`src/rtl/fetch_unit.sv`:
```
// RV32I instruction fetch stage: issues word-aligned fetches, tracks in-order responses,
// buffers returned words with their PC, and flushes buffered/in-flight work on redirect.
module fetch_unit #(
  parameter logic [31:0] RESET_PC = 32'h0000_0000,
  parameter int unsigned DEPTH    = 2
) (
  input  logic        clk,
  input  logic        rst,
  output logic        imem_req_valid,
  input  logic        imem_req_ready,
  output logic [31:0] imem_req_addr,
  input  logic        imem_resp_valid,
  input  logic [31:0] imem_resp_data,
  input  logic        redirect_valid,
  input  logic [31:0] redirect_pc,
  output logic        inst_valid,
  input  logic        inst_ready,
  output logic [31:0] inst,
  output logic [31:0] inst_pc
);

  localparam int unsigned CntW = $clog2(DEPTH + 1);
  localparam int unsigned PtrW = (DEPTH > 1) ? $clog2(DEPTH) : 1;

  localparam logic [CntW:0]   DepthCap = (CntW + 1)'(DEPTH);
  localparam logic [CntW-1:0] DepthCnt = CntW'(DEPTH);
  localparam logic [CntW-1:0] CntOne   = CntW'(1);
  localparam logic [PtrW-1:0] PtrOne   = PtrW'(1);
  localparam logic [PtrW-1:0] LastPtr  = PtrW'(DEPTH - 1);

  logic [31:0]     fetch_pc_q, fetch_pc_d;
  logic [31:0]     resp_pc_q, resp_pc_d;
  logic [CntW-1:0] outstanding_q, outstanding_d;
  logic [CntW-1:0] drop_cnt_q, drop_cnt_d;
  logic [CntW-1:0] count_q, count_d;
  logic [PtrW-1:0] rd_ptr_q, rd_ptr_d;
  logic [PtrW-1:0] wr_ptr_q, wr_ptr_d;
  logic [31:0]     fifo_pc_q   [DEPTH];
  logic [31:0]     fifo_data_q [DEPTH];

  logic            req_fire;
  logic            push;
  logic            pop;
  logic [CntW:0]   in_use;
  logic [31:0]     redirect_target;

  function automatic logic [PtrW-1:0] ptr_inc(input logic [PtrW-1:0] p);
    return (p == LastPtr) ? '0 : p + PtrOne;
  endfunction

  // Credits cover both in-flight requests and buffered words so a push can never overflow.
  assign in_use          = {1'b0, outstanding_q} + {1'b0, count_q};
  assign imem_req_valid  = !rst && !redirect_valid && (in_use < DepthCap);
  assign imem_req_addr   = fetch_pc_q;
  assign req_fire        = imem_req_valid && imem_req_ready;
  assign redirect_target = {redirect_pc[31:2], 2'b00};

  assign push       = imem_resp_valid && (drop_cnt_q == '0) && !redirect_valid;
  assign inst_valid = (count_q != '0);
  assign pop        = inst_valid && inst_ready && !redirect_valid;
  assign inst       = fifo_data_q[rd_ptr_q];
  assign inst_pc    = fifo_pc_q[rd_ptr_q];

  always_comb begin
    fetch_pc_d    = fetch_pc_q;
    resp_pc_d     = resp_pc_q;
    outstanding_d = outstanding_q;
    drop_cnt_d    = drop_cnt_q;
    count_d       = count_q;
    rd_ptr_d      = rd_ptr_q;
    wr_ptr_d      = wr_ptr_q;

    unique case ({req_fire, imem_resp_valid})
      2'b10:   outstanding_d = outstanding_q + CntOne;
      2'b01:   outstanding_d = outstanding_q - CntOne;
      default: outstanding_d = outstanding_q;
    endcase

    if (req_fire) begin
      fetch_pc_d = fetch_pc_q + 32'd4;
    end

    if (redirect_valid) begin
      fetch_pc_d = redirect_target;
      resp_pc_d  = redirect_target;
      // A response landing this cycle is already discarded, so it needs no drop credit.
      drop_cnt_d = outstanding_q - CntW'(imem_resp_valid);
      count_d    = '0;
      rd_ptr_d   = '0;
      wr_ptr_d   = '0;
    end else begin
      if (imem_resp_valid && (drop_cnt_q != '0)) begin
        drop_cnt_d = drop_cnt_q - CntOne;
      end
      if (push) begin
        resp_pc_d = resp_pc_q + 32'd4;
        wr_ptr_d  = ptr_inc(wr_ptr_q);
      end
      if (pop) begin
        rd_ptr_d = ptr_inc(rd_ptr_q);
      end
      unique case ({push, pop})
        2'b10:   count_d = count_q + CntOne;
        2'b01:   count_d = count_q - CntOne;
        default: count_d = count_q;
      endcase
    end
  end

  always_ff @(posedge clk) begin
    if (rst) begin
      fetch_pc_q    <= RESET_PC;
      resp_pc_q     <= RESET_PC;
      outstanding_q <= '0;
      drop_cnt_q    <= '0;
      count_q       <= '0;
      rd_ptr_q      <= '0;
      wr_ptr_q      <= '0;
      for (int i = 0; i < DEPTH; i++) begin
        fifo_pc_q[i]   <= '0;
        fifo_data_q[i] <= '0;
      end
    end else begin
      fetch_pc_q    <= fetch_pc_d;
      resp_pc_q     <= resp_pc_d;
      outstanding_q <= outstanding_d;
      drop_cnt_q    <= drop_cnt_d;
      count_q       <= count_d;
      rd_ptr_q      <= rd_ptr_d;
      wr_ptr_q      <= wr_ptr_d;
      if (push) begin
        fifo_pc_q[wr_ptr_q]   <= resp_pc_q;
        fifo_data_q[wr_ptr_q] <= imem_resp_data;
      end
    end
  end

`ifndef SYNTHESIS
  always_ff @(posedge clk) begin
    if (!rst) begin
      assert (!(push && (count_q == DepthCnt) && !pop))
        else $error("fetch_unit: response pushed into a full instruction buffer");
      assert (!(imem_resp_valid && (outstanding_q == '0)))
        else $error("fetch_unit: response with no outstanding request");
    end
  end
`endif

endmodule

```
`config.mk`:
```
export PLATFORM = sky130hd
export DESIGN_NAME = fetch_unit
export DESIGN_NICKNAME = d
export VERILOG_FILES = /design/src/rtl/fetch_unit.sv
export SDC_FILE = /design/constraint.sdc
export NUM_CORES = 1
export LEC_CHECK = 0
export CAP_MARGIN = 20
export CORE_ASPECT_RATIO = 1.75
export CORE_MARGIN = 2
export CORE_UTILIZATION = 60
export DETAILED_ROUTE_END_ITERATION = 12
export DONT_BUFFER_PORTS = 1
export PLACE_DENSITY_LB_ADDON = 0.25
export SYNTH_ARGS = -nofsm -noshare
export SYNTH_HDL_FRONTEND = slang
export SYNTH_SLANG_ARGS = --single-unit
```
`constraint.sdc`:
```
create_clock -name clk -period 11.4 [get_ports clk]
set_input_delay 1.71 -clock clk [delete_from_list [all_inputs] [get_ports clk]]
set_output_delay 1.71 -clock clk [all_outputs]
set_load 0.02 [all_outputs]
```
Yosys cells after proc, flatten, opt, wreduce, memory -nomap -nowiden
Memories as Yosys holds them, arrays and structs flattened. A register that Yosys moved wholly into a read port is not among the register bits.
Cells that the tools add are included.
Widths: inputs -> output; s select.
- order comparisons: 1
- equal/unequal tests: 4
- muxes and demuxes: 25
- add/subtract/negate cells: 11
- reduce and logical (&&, ||, !) cells: 21
- operators with widths (kind ; count):
    $mux 32 ; 6
    $add 32x3->32 const B ; 2
    $reduce_or 32->1 ; 2
    $mux 1 ; 15
    $reduce_bool 2->1 ; 7
    $logic_and 1x1->1 ; 8
    $pmux 2 s2 ; 2
    $sub 2x1->2 const B ; 3
    $add 2x1->2 const B ; 2
    $eq 2x1->1 const B ; 2
    $eq 2x2->1 const B ; 2
    $mux 2 ; 2
    $add 2x2->3 ; 1
    $lt 3x2->1 const B ; 1
    $add 1x1->1 const B ; 2
    $logic_not 1->1 ; 2
    $logic_not 2->1 ; 1
    $reduce_or 2->1 ; 1
    $sub 2x1->2 ; 1
- output and inout bits: 98
- register bits: 72
- bits in writable memories: 128
- logic and storage cells: 73
- input bits: 70
- memories: 2
- memory list (memory ; words ; bits a word ; rd ports ; clocked after Yosys merged registers in ; wr ports ; RTL line ; RTL):
    fifo_data_q ; 2 ; 32 ; 1 ; 1 ; 2 ; 39 ; logic [31:0] fifo_data_q [DEPTH];
    fifo_pc_q ; 2 ; 32 ; 1 ; 1 ; 2 ; 38 ; logic [31:0] fifo_pc_q [DEPTH];

Longest topological paths before layout
- depth after elaboration: 8
- gate-level depth with buffers: 10

Worst setup path before layout
No wires, ideal clock.
- path type: input -> register
- from: input redirect_valid
- to: memory fifo_data_q[0][0] (enable)
- arrival time: 5.245 ns
- stages on the path: 5
- buffers on the path: 2
- setup time: 0.495 ns
- setup slack: 5.660 ns
- required time: 10.905 ns
- cells stage by stage: buf_2 -> inv_2 -> clkbuf_1 -> nand2_1 -> o21bai_1
- RTL lines (element ; RTL line ; RTL):
    start: declaration ; 14 ; input logic redirect_valid,
    end: declaration ; 39 ;

Final worst setup path
- from: input redirect_valid
- to: output imem_req_valid
- word-level cells in the longest chain between the ends: 3
- ends and longest elaborated chain (element ; RTL line ; RTL):
    $logic_not 1->1 ; 53 ; assign imem_req_valid = !rst && !redirect_valid && (in_use < DepthCap);
    $logic_and 1x1->1 (2 in series) ; 53 ;
    end: declaration ; 9 ; output logic imem_req_valid,
Every way passes these cells.

==> flow_summary.yaml <==
status:
  run_status: "finished clean"
detailed_routing:
  drt_iter0_drc: 382
  final_antenna_net_count: 0
  drc_errors: 0
  vias_per_cell: 6.69
  first_pass_iters: 6
  wl_um: 22800
  routedWlPerCell_um: 22.5
  vias: 6767
hold_path:
  min_from: "rd_ptr_q$_SDFFE_PP0P_"
  min_path_cells: 2
  hold_path_class: "flop to flop"
yosys:
  seq_area_frac_synth_pct: 53.7
  synth_cell_types: 68
  ys.flop_type: "edfxtp_1"
  synth_cells: 851
  syn-cell-area_mm2: 0.00951
  syn_area_per_cell_um2: 11.2
  synth-edff-count: 124
  ys_warn_count: 0
  synthArstFlopShare_pct: 0
  ys_ff_latch: 193
placement:
  dpl-instance-area_mm2: 0.00953
  routabilityCongestion: 0.954
  place_hpwl_um: 15300
  portBuffers: 0
  place_inst: 980
clocking:
  cts-htree-levels: 4
  cts_setup_buffers: 0
  cts_tree: "yes"
  clk_latency_ns: 0.43
  root_buffer: "clkbuf_16"
  cts_buffers: 17
  cts_buffer_depth: 2
  cts_resized: 0
  cts_hold_buffers: 0
  path_clk_slew_ns: 0.07
  clock_sinks: 193
floorplanning:
  die_h_um: 171
  die-area_mm2: 0.0169
  boundaryPins: 168
  std_cell_rows: 60
  start_util_pct: 61.5
  die_w_um: 99.2
  core_area_mm2: 0.0155
job:
  maxCapViolations: 0
sta:
  finalCriticalPeriod_ns: 4.28
  finalCritPeriodShare_pct: 37.5
  slew_headroom_pct: 28.9
  clock.fmax_ghz: 0.234
  rsz0062_at_grt: "false"
  fin_skew_ns: 0.0153
  finalHoldViolations: 0
  worst_pin_slew_ns: 1.06
  setup_viol_count_final: 0
  setup_tns_ns: 0
  drv_slew: 0
layout:
  diodes: 0
  n_fill_cell: 1200
  layout-drive-gt1-share_pct: 14.2
  multi_input_comb_area_mm2: 0.00406
  ff_latch_area_mm2: 0.00511
  fin_area_mm2: 0.0101
  fin_nets: 890
  finalNonFillerCells: 1012
  final_common_cell: "edfxtp_1"
  syn2layout_area_growth_pct: 6.17
  layout_common_cells: "edfxtp_1, and3_1, dfxtp_1"
  fin_util_pct: 65.3
setup_path:
  path_cells: "nor4_1"
  ff2ff_path_depth: 8
  cp.required_ns: 9.69
  rr_endpoint: "outstanding_q[1]$_SDFFE_PP0P_"
  setup.worst_path.start_class: "input port"
  path_class: "input port to output pin"
  crit_buf_inv: 0
  endpoint_kind: "output pin"
  slowest_delay_ns: 0.85
  crit_arrival_ns: 2.57
  rr_startpoint: "count_q[0]$_SDFFE_PP0P_"
  worstSetupPathDepth: 1
  crit_path_max_fanout: 63
  cpMaxStageDelayCell: "nor4_1"
  r2r_slack_ns: 8.45
  cpLargestDelayFamily: "simple AND/OR/NAND/NOR gates"
global_route:
  grtUsageTotal_pct: 26.7
  antenna_found_initial: 0
  gr-total-overflow: 0
  grt_start_max_net_pins: 65
  grt_pass1_wl_um: 35500
  grt_pass1_vias: 6605
pwr:
  power_mw: 1.54
  ir_worst_vdd_mv: 0.102
  p_leak_nw: 3.79
  pwr_density_cell_mw_per_mm2: 153
==> state kept, by name, indices dropped and copies added, names as in the netlist, named ones only <==
| name | cells |
|---|---|
| rd_ptr_q | 1 |
| count_q | 2 |
| wr_ptr_q | 1 |
| outstanding_q | 2 |
| imem_req_addr | 30 |
| fifo_data_q | 64 |
| resp_pc_q | 30 |
| drop_cnt_q | 2 |
| fifo_pc_q | 60 |
==> routing by layer <==
layer | vias up | track usage, % | wire length, um
met5 | - | 0 | 0
met3 | 68 | 6.00 | 1500
met1 | 3260 | 30.1 | 8440
met4 | 0 | 13.8 | 1120
li1 | 3141 | - | -
met2 | 298 | 46.9 | 11700
==> where the power goes <==
group / internal [mW] / switching, mW
Clock: 0.291 / 0.282
Sequential: 0.786 / 0.0448
Combinational: 0.0485 / 0.0917
==> cell usage after synthesis (all sizes together), types with 10 or more instances <==
cell	number	area share, %
xor2	14	1.3
nor4	18	1.2
nand3	21	1.1
edfxtp	124	39
inv	20	0.79
and2	66	4.3
o21bai	10	0.79
a211oi	10	0.79
buf	31	1.8
a21boi	13	1.0
nand2	36	1.4
nand4	29	2.1
a31oi	13	0.85
nor2	27	1.1
mux2	62	7.3
and4	17	1.6
nor3	10	0.58
or3	13	0.85
and3	74	4.9
clkbuf	37	1.5
or4	13	1.1
a21oi	24	1.3
o31a	12	1.1
xnor2	11	1.0
dfxtp	69	15
==> worst max path at each step <==
stage	to	startpoint	slack [ns]
finish	imem_req_valid	redirect_valid	7.12
global route	imem_req_valid	redirect_valid	7.10
CTS	imem_req_valid	redirect_valid	7.13
detailed placement	imem_req_valid	redirect_valid	7.13
global placement	imem_req_valid	redirect_valid	7.14
floorplan	fifo_data_q[0][0]$_SDFFCE_PN0P_	redirect_valid	5.66
==> layout make-up <==
type                            instances  share of cell area, %
Clock inverter                         14                   1.36
Clock buffer                           18                   4.25
Multi-Input combinational cell        573                   40.2
Tap cell                              186                   2.30
Sequential cell                       193                   50.6
Inverter                               20                  0.743
Timing Repair Buffer                    8                  0.595
==> kinds of logic (layout without fill, tap and decap cells) <==
family	count (synthesis)	after routing	share of synthesized area, %
AND/OR/NAND/NOR	341	341	21.6
flip-flops	193	193	53.7
AO/OA/AOI/OAI	133	133	9.90
buffers and inverters	88	60	4.08
multiplexers	63	63	7.44
XOR/XNOR	25	25	2.30
adder cells (fa/ha/maj)	7	7	0.999
other	1	4	0.0394
==> stage by stage <==
stage / setup WS (ns) / hold WS (ns)
after floorplan: 5.66 / 0.472
after global placement: 7.14 / 0.487
after detailed placement: 7.13 / 0.485
after CTS: 7.13 / 0.513
after global routing: 7.10 / 0.582
final: 7.12 / 0.516
Note: power is estimated with default switching activity, not from simulation.
